==> src/rtl/cpu_mem_host_arbiter_if.sv <==
// Host load/run port of cpu_mem_host_arbiter: transfer handshake plus run control/status.
// master = host side (drives requests), slave = arbiter side (drives ack/status).
interface cpu_mem_host_arbiter_if #(
    parameter int AW = 8,
    parameter int DW = 16,
    parameter int CW = 16
);
    logic          h_req;
    logic          h_we;
    logic          h_sel;
    logic [AW-1:0] h_addr;
    logic [DW-1:0] h_wdata;
    logic          h_ack;
    logic [DW-1:0] h_rdata;
    logic          h_run;
    logic          busy;
    logic          done;
    logic [CW-1:0] run_cycles;

    modport master (
        output h_req, h_we, h_sel, h_addr, h_wdata, h_run,
        input  h_ack, h_rdata, busy, done, run_cycles
    );

    modport slave (
        input  h_req, h_we, h_sel, h_addr, h_wdata, h_run,
        output h_ack, h_rdata, busy, done, run_cycles
    );
endinterface

==> src/rtl/cpu_mem_host_arbiter.sv <==
// cpu_mem_host_arbiter: hands I_MEMORY/D_MEMORY to the host while the CPU is idle,
// to the CPU during a run, and counts run cycles until the CPU halts.
// Ports:
//   clk, rst          clock, asynchronous active-high reset
//   host (slave)      h_req/h_we/h_sel/h_addr/h_wdata -> h_ack/h_rdata,
//                     h_run -> busy/done/run_cycles
//   cpu_*             enable/start to the CPU, halt and memory bus from the CPU
//   im_*/dm_*         muxed address/write bus to the memories, read data back
//   timeout           watchdog expiry flag (only with CPU_MEM_WDT_EN)
// Build option: define CPU_MEM_WDT_EN to add the RUN watchdog and 'timeout'.
module cpu_mem_host_arbiter #(
    parameter int AW         = 8,
    parameter int DW         = 16,
    parameter int CW         = 16,
    parameter int WDT_CYCLES = 1024
) (
    input  logic          clk,
    input  logic          rst,
    cpu_mem_host_arbiter_if.slave host,
    output logic          cpu_enable,
    output logic          cpu_start,
    input  logic          cpu_halt,
    input  logic [AW-1:0] cpu_i_addr,
    input  logic [AW-1:0] cpu_d_addr,
    input  logic          cpu_d_we,
    input  logic [DW-1:0] cpu_d_dout,
    output logic [AW-1:0] im_addr,
    output logic          im_we,
    output logic [DW-1:0] im_din,
    output logic [AW-1:0] dm_addr,
    output logic          dm_we,
    output logic [DW-1:0] dm_din,
    input  logic [DW-1:0] im_dout,
    input  logic [DW-1:0] dm_dout
`ifdef CPU_MEM_WDT_EN
    ,
    output logic          timeout
`endif
);

    typedef enum logic [2:0] {
        S_IDLE,
        S_XFER,
        S_START,
        S_RUN,
        S_HALTED
    } state_t;

    state_t state, state_nx;

    logic          l_sel;
    logic          l_we;
    logic          l_from_halted;
    logic [AW-1:0] l_addr;
    logic [DW-1:0] l_wdata;

    logic          ack_q;
    logic [DW-1:0] rdata_q;
    logic          done_q;
    logic [CW-1:0] cycles_q;

    logic          accept_xfer;
    logic          accept_run;
    logic          wdt_hit;

`ifdef CPU_MEM_WDT_EN
    // Last RUN cycle before the count would reach the limit.
    assign wdt_hit = (cycles_q == CW'(WDT_CYCLES - 1));
`else
    assign wdt_hit = 1'b0;
`endif

    always_ff @(posedge clk or posedge rst) begin
        if (rst) state <= S_IDLE;
        else     state <= state_nx;
    end

    always_comb begin
        state_nx    = state;
        accept_xfer = 1'b0;
        accept_run  = 1'b0;
        unique case (state)
            S_IDLE, S_HALTED: begin
                // Host transfers take priority over a pending run request.
                if (host.h_req) begin
                    accept_xfer = 1'b1;
                    state_nx    = S_XFER;
                end else if (host.h_run) begin
                    accept_run = 1'b1;
                    state_nx   = S_START;
                end
            end
            S_XFER:  state_nx = l_from_halted ? S_HALTED : S_IDLE;
            S_START: state_nx = S_RUN;
            S_RUN: begin
                if (cpu_halt || wdt_hit) state_nx = S_HALTED;
            end
            default: state_nx = S_IDLE;
        endcase
    end

    // Control outputs decode the state directly so an async reset drops them at once.
    always_comb begin
        cpu_enable = (state == S_START) || (state == S_RUN);
        cpu_start  = (state == S_START);
    end

    // Memory muxes: host latch everywhere except RUN, writes only in XFER/RUN.
    always_comb begin
        im_addr = l_addr;
        dm_addr = l_addr;
        im_din  = l_wdata;
        dm_din  = l_wdata;
        im_we   = 1'b0;
        dm_we   = 1'b0;
        if (state == S_XFER) begin
            im_we = l_we & ~l_sel;
            dm_we = l_we & l_sel;
        end else if (state == S_RUN) begin
            im_addr = cpu_i_addr;
            dm_addr = cpu_d_addr;
            dm_we   = cpu_d_we;
            dm_din  = cpu_d_dout;
        end
    end

    always_ff @(posedge clk or posedge rst) begin
        if (rst) begin
            l_sel         <= 1'b0;
            l_we          <= 1'b0;
            l_from_halted <= 1'b0;
            l_addr        <= '0;
            l_wdata       <= '0;
            ack_q         <= 1'b0;
            rdata_q       <= '0;
            done_q        <= 1'b0;
            cycles_q      <= '0;
`ifdef CPU_MEM_WDT_EN
            timeout       <= 1'b0;
`endif
        end else begin
            ack_q <= (state == S_XFER);
            if (state == S_XFER && !l_we)
                rdata_q <= l_sel ? dm_dout : im_dout;
            if (accept_xfer) begin
                l_sel         <= host.h_sel;
                l_we          <= host.h_we;
                l_addr        <= host.h_addr;
                l_wdata       <= host.h_wdata;
                l_from_halted <= (state == S_HALTED);
            end
            if (accept_run) begin
                done_q   <= 1'b0;
                cycles_q <= '0;
`ifdef CPU_MEM_WDT_EN
                timeout  <= 1'b0;
`endif
            end
            if (state == S_RUN) begin
                if (cycles_q != '1)
                    cycles_q <= cycles_q + 1'b1;
                if (cpu_halt || wdt_hit)
                    done_q <= 1'b1;
`ifdef CPU_MEM_WDT_EN
                // A halt on the limit cycle is a normal finish.
                if (!cpu_halt && wdt_hit)
                    timeout <= 1'b1;
`endif
            end
        end
    end

    assign host.h_ack      = ack_q;
    assign host.h_rdata    = rdata_q;
    assign host.busy       = cpu_enable;
    assign host.done       = done_q;
    assign host.run_cycles = cycles_q;

endmodule
==> src/flat_wrapper.sv <==
// flat-port wrapper written by rule: the top's interface ports become plain ports
module cpu_mem_host_arbiter_flat 
#(
    parameter int AW         = 8,
    parameter int DW         = 16,
    parameter int CW         = 16,
    parameter int WDT_CYCLES = 1024
)
  (clk, rst, cpu_enable, cpu_start, cpu_halt, cpu_i_addr, cpu_d_addr, cpu_d_we, cpu_d_dout, im_addr, im_we, im_din, dm_addr, dm_we, dm_din, im_dout, dm_dout, host_h_req, host_h_we, host_h_sel, host_h_addr, host_h_wdata, host_h_run, host_h_ack, host_h_rdata, host_busy, host_done, host_run_cycles);
  cpu_mem_host_arbiter_if #(.AW(AW), .DW(DW), .CW(CW)) host_i ();
  input  logic clk;
  input  logic rst;
  output logic cpu_enable;
  output logic cpu_start;
  input  logic cpu_halt;
  input  logic [AW-1:0] cpu_i_addr;
  input  logic [AW-1:0] cpu_d_addr;
  input  logic cpu_d_we;
  input  logic [DW-1:0] cpu_d_dout;
  output logic [AW-1:0] im_addr;
  output logic im_we;
  output logic [DW-1:0] im_din;
  output logic [AW-1:0] dm_addr;
  output logic dm_we;
  output logic [DW-1:0] dm_din;
  input  logic [DW-1:0] im_dout;
  input  logic [DW-1:0] dm_dout;
  input wire logic [$bits(host_i.h_req)-1:0] host_h_req;
  input wire logic [$bits(host_i.h_we)-1:0] host_h_we;
  input wire logic [$bits(host_i.h_sel)-1:0] host_h_sel;
  input wire logic [$bits(host_i.h_addr)-1:0] host_h_addr;
  input wire logic [$bits(host_i.h_wdata)-1:0] host_h_wdata;
  input wire logic [$bits(host_i.h_run)-1:0] host_h_run;
  output wire logic [$bits(host_i.h_ack)-1:0] host_h_ack;
  output wire logic [$bits(host_i.h_rdata)-1:0] host_h_rdata;
  output wire logic [$bits(host_i.busy)-1:0] host_busy;
  output wire logic [$bits(host_i.done)-1:0] host_done;
  output wire logic [$bits(host_i.run_cycles)-1:0] host_run_cycles;
  assign host_i.h_req = host_h_req;
  assign host_i.h_we = host_h_we;
  assign host_i.h_sel = host_h_sel;
  assign host_i.h_addr = host_h_addr;
  assign host_i.h_wdata = host_h_wdata;
  assign host_i.h_run = host_h_run;
  assign host_h_ack = host_i.h_ack;
  assign host_h_rdata = host_i.h_rdata;
  assign host_busy = host_i.busy;
  assign host_done = host_i.done;
  assign host_run_cycles = host_i.run_cycles;
  cpu_mem_host_arbiter #(.AW(AW), .DW(DW), .CW(CW), .WDT_CYCLES(WDT_CYCLES)) u_core (.clk(clk), .rst(rst), .host(host_i), .cpu_enable(cpu_enable), .cpu_start(cpu_start), .cpu_halt(cpu_halt), .cpu_i_addr(cpu_i_addr), .cpu_d_addr(cpu_d_addr), .cpu_d_we(cpu_d_we), .cpu_d_dout(cpu_d_dout), .im_addr(im_addr), .im_we(im_we), .im_din(im_din), .dm_addr(dm_addr), .dm_we(dm_we), .dm_din(dm_din), .im_dout(im_dout), .dm_dout(dm_dout));
endmodule
==> config.mk <==
export PLATFORM = sky130hd
export DESIGN_NAME = cpu_mem_host_arbiter_flat
export DESIGN_NICKNAME = d
export VERILOG_FILES = /design/src/rtl/cpu_mem_host_arbiter_if.sv /design/src/rtl/cpu_mem_host_arbiter.sv /design/src/flat_wrapper.sv
export SDC_FILE = /design/constraint.sdc
export NUM_CORES = 1
export LEC_CHECK = 0
export CORE_MARGIN = 10
export CORE_UTILIZATION = 42
export CTS_CLUSTER_SIZE = 40
export DETAILED_ROUTE_END_ITERATION = 12
export HOLD_SLACK_MARGIN = 0.15
export PLACE_DENSITY = 0.95
export SLEW_MARGIN = 20
export SYNTH_ARGS = -nofsm -noshare
export SYNTH_HDL_FRONTEND = slang
export SYNTH_SLANG_ARGS = --single-unit
==> constraint.sdc <==
create_clock -name clk -period 5.6 [get_ports clk]
set_input_delay 1.12 -clock clk [delete_from_list [all_inputs] [get_ports clk]]
set_output_delay 1.12 -clock clk [all_outputs]
set_load 0.1 [all_outputs]
## Yosys cells after proc, flatten, opt, wreduce, memory -nomap -nowiden

Index checks and enable logic that the tools add are counted.

| cells by class | value |
|---|---|
| order comparisons | 0 |
| bitwise operators | 3 |
| multipliers | 0 |
| equal/unequal tests | 7 |
| shifts and indexed selects | 0 |
| div/mod/pow operators | 0 |
| add/subtract/negate cells | 1 |
| muxes and demuxes | 26 |
| reductions and logical operators | 6 |

Operators by type and width:

| kind | count |
|---|---|
| 2-to-1 mux 16 bit | 6 |
| 2-to-1 mux 8 bit | 4 |
| adder 16 x 1 -> 16 bit, second input constant | 1 |
| != test 16 bit, second input constant | 1 |
| 2-to-1 mux 3 bit | 4 |
| case mux 3 bit (4 select lines) | 1 |
| 2-to-1 mux 1 bit | 11 |
| equality test 3 x 2 -> 1 bit, second input constant | 2 |
| equality test 3 x 1 -> 1 bit, second input constant | 1 |
| equality test 3 bit, second input constant | 1 |
| zero test 3 bit | 1 |
| != test 3 bit, second input constant | 1 |
| bitwise AND 1 bit | 2 |
| != test 2 bit, second input constant | 1 |
| AND reduction 2 bit | 1 |
| OR reduction 2 bit | 1 |
| logical AND 1 bit | 1 |
| zero test 1 bit | 1 |
| logical OR 1 bit | 1 |
| NOT 1 bit | 1 |

| storage, ports and cells | value |
|---|---|
| bits in registers | 64 |
| bits in writable memories | 0 |
| input port bits | 96 |
| bits in latches | 0 |
| logic and storage cells | 53 |
| memories kept | 0 |
| ROM bits | 0 |
| output and inout bits | 87 |

## Longest topological paths before layout

Gate-level depths: netlist of run 1.

| logic depth | value |
|---|---|
| depth after elaboration | 6 |
| depth in mapped cells | 7 |
| depth with buffers taken out | 6 |

## Worst setup path after synthesis of run 1

Ideal clock, no wire load.

| path | value |
|---|---|
| path kind | register -> output |
| from | register u_core.state[1] |
| to | output port cpu_start |
| arrival | 2.527 ns |
| path slack | 1.953 ns |
| data required time | 4.480 ns |
| buffers on the path | 0 |
| cell stages (with the launch flop) | 3 |
| cells stage by stage | dfrtp_1 -> inv_1 -> nor3_1 |

| between the ends | value |
|---|---|
| longest elaborated chain between the ends | 1 |

Ends and longest elaborated chain:

| what | line | RTL |
|---|---|---|
| from (decl) | cpu_mem_host_arbiter.sv:49 | `state_t state, state_nx;` |
| from (signal assigned) | cpu_mem_host_arbiter.sv:75 | `else state <= state_nx;` |
| equality test 3 x 2 -> 1 bit | cpu_mem_host_arbiter.sv:105 | `cpu_start = (state == S_START);` |
| to (decl) | flat_wrapper.sv:14 | `output logic cpu_start;` |

No other way between the ends.

## Worst setup path after layout of run 1

| path | value |
|---|---|
| from | register u_core.state[2] |
| to | output port dm_din[5] |

| between the ends | value |
|---|---|
| longest elaborated chain between the ends | 3 |
| elaborated cells on any way between the ends | 4 |
| those cells by class | eq/ne: 2; mux: 2 |

Ends and longest elaborated chain:

| what | line | RTL |
|---|---|---|
| equality test 3 x 2 -> 1 bit | cpu_mem_host_arbiter.sv:119 | `end else if (state == S_RUN) begin` |
| 2-to-1 mux 16 bit | cpu_mem_host_arbiter.sv:119 |  |
| 2-to-1 mux 16 bit * | cpu_mem_host_arbiter.sv:116 | `if (state == S_XFER) begin` |
| to (decl) | flat_wrapper.sv:25 | `output logic [DW-1:0] dm_din;` |

Mark *: on every way between the ends. The rest lies on a longest branch, timed or not.

==> impl_metrics.env, run 1 <==
export IMPL_clk_latency_ps=320
export IMPL_critPathLaunchType="flip-flop"
export IMPL_clk_pin_slew_worst_paths_ps=60
export IMPL_synth_area_leader_cell="dfrtp_1"
export IMPL_synthCells=344
export IMPL_drtAntennaViolNets=0
export IMPL_cts_sinks=64
export IMPL_antenna_found_initial=0
export IMPL_slew_violations=0
export IMPL_synth_edf_count=0
export IMPL_syn_nets=441
export IMPL_synth_area_leaders="dfrtp_1, nand2_1, mux2_2"
export IMPL_grt_pass1_vias=3391
export IMPL_grt_usage_pct=18.9
export IMPL_syn_area_per_cell_um2=9.41
export IMPL_die_x_um=108
export IMPL_num_nets_final=620
export IMPL_die_h_um=108
export IMPL_ys_ff_latch=64
export IMPL_rows=31
export IMPL_cp_required_ps=4480
export IMPL_hold_path_class="reg -> reg"
export IMPL_fin_area_um2=5310
export IMPL_synth_area_um2=3240
export IMPL_fin_tns_setup_ps=0
export IMPL_synth_top_area_share_pct=49.5
export IMPL_num_vias=3270
export IMPL_cts_path_max_buffers=2
export IMPL_hold_viol=0
export IMPL_grt_max_degree=65
export IMPL_root_buffer="clkbuf_8"
export IMPL_ys_types=38
export IMPL_area_growth_pct=64.0
export IMPL_relSlewSlack_pct=31.9
export IMPL_fin_worst_skew_ps=9.78
export IMPL_grt_overflow=0
export IMPL_port_buffers=182
export IMPL_setup_viol=0
export IMPL_post_cts_setup_buffers=0
export IMPL_routed_via_density=5.23
export IMPL_layout_drive_gt1_share_pct=9.70
export IMPL_dpl_cell_area_um2=5140
export IMPL_die_area_um2=11600
export IMPL_crit_type="reg -> out"
export IMPL_stdcell_count=625
export IMPL_regArea_um2=1600
export IMPL_pin_count=183
export IMPL_grt_pass1_wl_mm=17.6
export IMPL_crit_path_end_kind="primary output"
export IMPL_async_flop_share_pct=100
export IMPL_yosys_top_cells_count="nand2_1, dfrtp_1, mux2_2"
export IMPL_drtIter0Drc=164
export IMPL_wl_per_cell_um=18.0
export IMPL_core_um2=7370
export IMPL_clock_fmax_ghz=0.233
export IMPL_cts_tree="built"
export IMPL_globalplace_congestion=0.855
export IMPL_synth_most_common_cell="nand2_1"
export IMPL_synth_seq_area_share_pct=49.5
export IMPL_place_hpwl_mm=8.92
export IMPL_cp_arrival_ps=3170
export IMPL_drt_first_pass_iters=4
export IMPL_ctsHtreeMaxLevel=3
export IMPL_status="completed"
export IMPL_yosys_most_used_dff="dfrtp_1"
export IMPL_initial_core_util_pct=43.9
export IMPL_post_place_cells=611
export IMPL_critPathMaxFanout=32
export IMPL_ys_warn_count=0
export IMPL_finalCritPeriodShare_pct=76.6
export IMPL_diodes=0
export IMPL_rsz0062_at_grt="false"
export IMPL_drv_cap=0
export IMPL_multi_input_area_um2=1570
export IMPL_cts_buffers=9
export IMPL_worst_pin_slew_ps=1020
export IMPL_drc=0
export IMPL_fin_crit_ps=4290
export IMPL_fillers=550
export IMPL_post_cts_resized=0
export IMPL_fin_util_pct=72.0
export IMPL_ctsHoldBuffers=0
export IMPL_routed_wirelength_mm=11.2
-- stage by stage --
step | worst slack, ps | hold slack [ps]
2_1_floorplan | 1950 | 480
3_3_place_gp | 1610 | 490
3_5_place_dp | 1570 | 496
4_1_cts | 1370 | 512
5_1_grt | 1140 | 526
6_report | 1310 | 508
-- worst max-delay path, stage by stage (launching register included) --
cell             delay [ps]
dfrtp_1                 420
nand2b_1                250
nor2_2                  400
buf_4                   400
nand2_1                 130
nand2_1                  90
clkdlybuf4s50_1        1140
-- final timing paths --
kind,from,endpoint,slack [ps],cells after the start
worst max-delay path,u_core.state[2],dm_din[5],1310,6
worst min-delay path,u_core.l_addr[4],u_core.l_addr[4],510,1
worst max register to register,u_core.host.run_cycles[0],u_core.host.run_cycles[14],3100,6
worst min register to register,u_core.l_addr[4],u_core.l_addr[4],510,1
max in group asynchronous,rst,u_core.l_sel,3680,3
min in group asynchronous,rst,u_core.host.h_rdata[0],1350,3
-- placed cells by master (no fill, tap or decap), drive strengths merged, types with 8 or more instances in the layout --
cell,Yosys,final
mux2i,18,18
nand2,101,101
clkbuf,9,13
a211o,8,8
nor3,13,13
dfrtp,64,64
nand3,10,10
mux2,27,27
nor2,25,25
and3,9,9
clkdlybuf4s50,0,182
a21oi,18,18
-- area by class of cell --
type,count,share of cell area (%)
repair buffers,186,34.9
flip-flops and latches,64,30.2
inverters,3,0.212
clock buffers,13,2.81
multi-input cells,259,29.5
well taps,99,2.33
clock inverters,1,0.0943
-- kinds of logic after synthesis --
family,Yosys count,share of synthesized area (%)
AO/OA/AOI/OAI,39,8.39
multiplexers,45,15.0
adder cells (fa/ha/maj),1,0.386
flip-flops,64,49.5
buffers and inverters,21,2.90
AND/OR/NAND/NOR,174,23.9
-- metal layers --
| layer | up-vias | track usage (%) | share of wire [%] |
|---|---|---|---|
| li1 | 1555 | - | - |
| met1 | 1547 | 21.2 | 38 |
| met2 | 154 | 32.4 | 50 |
| met3 | 14 | 7.13 | 10 |
| met4 | 0 | 5.63 | 1.5 |
| met5 | - | 0 | 0 |
-- registers in the layout, summed over array words and instances, names as in the netlist --
signal / cells
u_core.host.done: 1
u_core.host.h_ack: 1
u_core.host.h_rdata: 16
u_core.host.run_cycles: 16
u_core.im_din: 16
u_core.l_addr: 8
u_core.l_from_halted: 1
u_core.l_sel: 1
u_core.l_we: 1
u_core.state: 3
Power of run 1 is not shown: default switching activity piles up to over one toggle a cycle in this logic, so the estimate is an artifact.
==> run 2, diff against run 1 <==
Settings changed: CORE_UTILIZATION 42 to 39, PLACE_DENSITY 0.95 to 0.94.
Clock period 5.6 ns to 4.2 ns, I/O delays scaled along.
==> run 2 against run 1 <==
Net effect:
- critical path depth decreased by 3
- die area increased by 6.2%
- cell count increased by 1.4%
- via count decreased by 1.1%
- global-route usage decreased by 1.8 points
- first-iteration DRC count increased by 8.5%
- register-to-register slack got worse by 1400 ps
- sequential share of layout area increased by 0.14 points
- worst hold slack improved by 6.4 ps
- cell area decreased by 0.45%
- critical endpoint is now cpu_enable
- highest routed layer unchanged
==> impl_metrics.env, run 2 (synthesis results as in run 1) <==
export IMPL_relSlewSlack_pct=31.5
export IMPL_rsz0062_at_grt="false"
export IMPL_pin_count=183
export IMPL_die_h_um=111
export IMPL_routed_via_density=5.10
export IMPL_wl_per_cell_um=17.4
export IMPL_crit_path_end_kind="primary output"
export IMPL_grt_usage_pct=17.1
export IMPL_cts_buffers=9
export IMPL_grt_max_degree=51
export IMPL_critPathMaxFanout=6
export IMPL_drt_first_pass_iters=4
export IMPL_clock_fmax_ghz=0.320
export IMPL_core_um2=8130
export IMPL_initial_core_util_pct=39.8
export IMPL_port_buffers=182
export IMPL_cts_path_max_buffers=2
export IMPL_die_area_um2=12300
export IMPL_cts_tree="built"
export IMPL_ctsHoldBuffers=0
export IMPL_ctsHtreeMaxLevel=3
export IMPL_final_common_cell="clkdlybuf4s50_1"
export IMPL_rows=33
export IMPL_drtIter0Drc=178
export IMPL_fillers=655
export IMPL_critPathLaunchType="flip-flop"
export IMPL_cp_required_ps=3360
export IMPL_grt_pass1_wl_mm=17.7
export IMPL_die_x_um=111
export IMPL_grt_overflow=0
export IMPL_place_hpwl_mm=8.65
export IMPL_layout_drive_gt1_share_pct=16.8
export IMPL_fin_crit_ps=3120
export IMPL_clk_pin_slew_worst_paths_ps=70
export IMPL_post_cts_setup_buffers=0
export IMPL_status="completed"
export IMPL_diodes=0
export IMPL_drtAntennaViolNets=0
export IMPL_final_cell_mix="clkdlybuf4s50_1, nand2_1, dfrtp_1"
export IMPL_cts_sinks=64
export IMPL_area_growth_pct=63.2
export IMPL_finalCritPeriodShare_pct=74.3
export IMPL_hold_viol=0
export IMPL_crit_type="reg -> out"
export IMPL_setup_viol=0
export IMPL_drv_cap=0
export IMPL_num_nets_final=621
export IMPL_post_cts_resized=0
export IMPL_slew_violations=0
export IMPL_fin_tns_setup_ps=0
export IMPL_routed_wirelength_mm=11.0
export IMPL_hold_path_class="reg -> reg"
export IMPL_drc=0
export IMPL_fin_worst_skew_ps=10.8
export IMPL_cp_arrival_ps=2280
export IMPL_worst_pin_slew_ps=1020
export IMPL_root_buffer="clkbuf_8"
export IMPL_grt_pass1_vias=3414
export IMPL_antenna_found_initial=0
export IMPL_globalplace_congestion=0.814
export IMPL_clk_latency_ps=320
export IMPL_num_vias=3235
[run 2: cell count changes in the layout (fill, tap and decap cells not counted)]
cell and delta:
buf_4 +35, clkdlybuf4s50_1 -34, inv_2 -1, clkbuf_8 +1, clkinv_2 +2, bufinv_16 +1
clkbuf_1 -1
[run 2: final timing paths]
| kind | start | end | slack [ps] | cells past startpoint |
|---|---|---|---|---|
| setup / recovery | u_core.state[1] | cpu_enable | 1080 | 3 |
| hold / removal | u_core.l_addr[4] | u_core.l_addr[4] | 510 | 1 |
| setup reg to reg | u_core.host.run_cycles[0] | u_core.host.run_cycles[14] | 1690 | 6 |
| hold reg to reg | u_core.l_addr[4] | u_core.l_addr[4] | 510 | 1 |
| max in group asynchronous | rst | u_core.l_addr[5] | 2510 | 3 |
| min in group asynchronous | rst | u_core.host.h_rdata[4] | 970 | 2 |
[run 2: layout make-up]
cell class	instances	area, µm²	share of cell area (%)
clock buffers	13	159	3.01
clock inverters	3	40.0	0.758
inverters	3	12.5	0.237
multi-input cells	259	1570	29.6
flip-flops and latches	64	1600	30.3
well taps	105	131	2.49
repair buffers	187	1770	33.6
[run 2: metrics by stage]
step / hold WS, ps / setup WS (ps) / area [µm²] / util, % / instances
after floorplan: 480 / 833 / 3240 / - / 344
after global placement: 491 / 1480 / 5070 / 62.4 / 618
after detailed placement: 501 / 1410 / 5070 / 62.4 / 618
after CTS: 519 / 1050 / 5270 / 64.8 / 634
after global routing: 529 / 952 / 5280 / 65.0 / 634
final: 514 / 1080 / 5280 / 65.0 / 634
[run 2: critical path: stages (launching register included)]
cell	delay, ps
dfrtp_1	490
inv_1	140
nor2_1	170
clkdlybuf4s50_1	1170
[run 2: layer usage]
metal	GRT usage [%]	wire (µm)	vias up	share of wire, %
li1	-	-	1547	-
met1	18.9	4200	1519	38
met2	29.4	5660	157	51
met3	6.60	988	12	9.0
met4	5.66	159	0	1.4
met5	0	0	-	0
Power of run 2 is left out for the same reason.
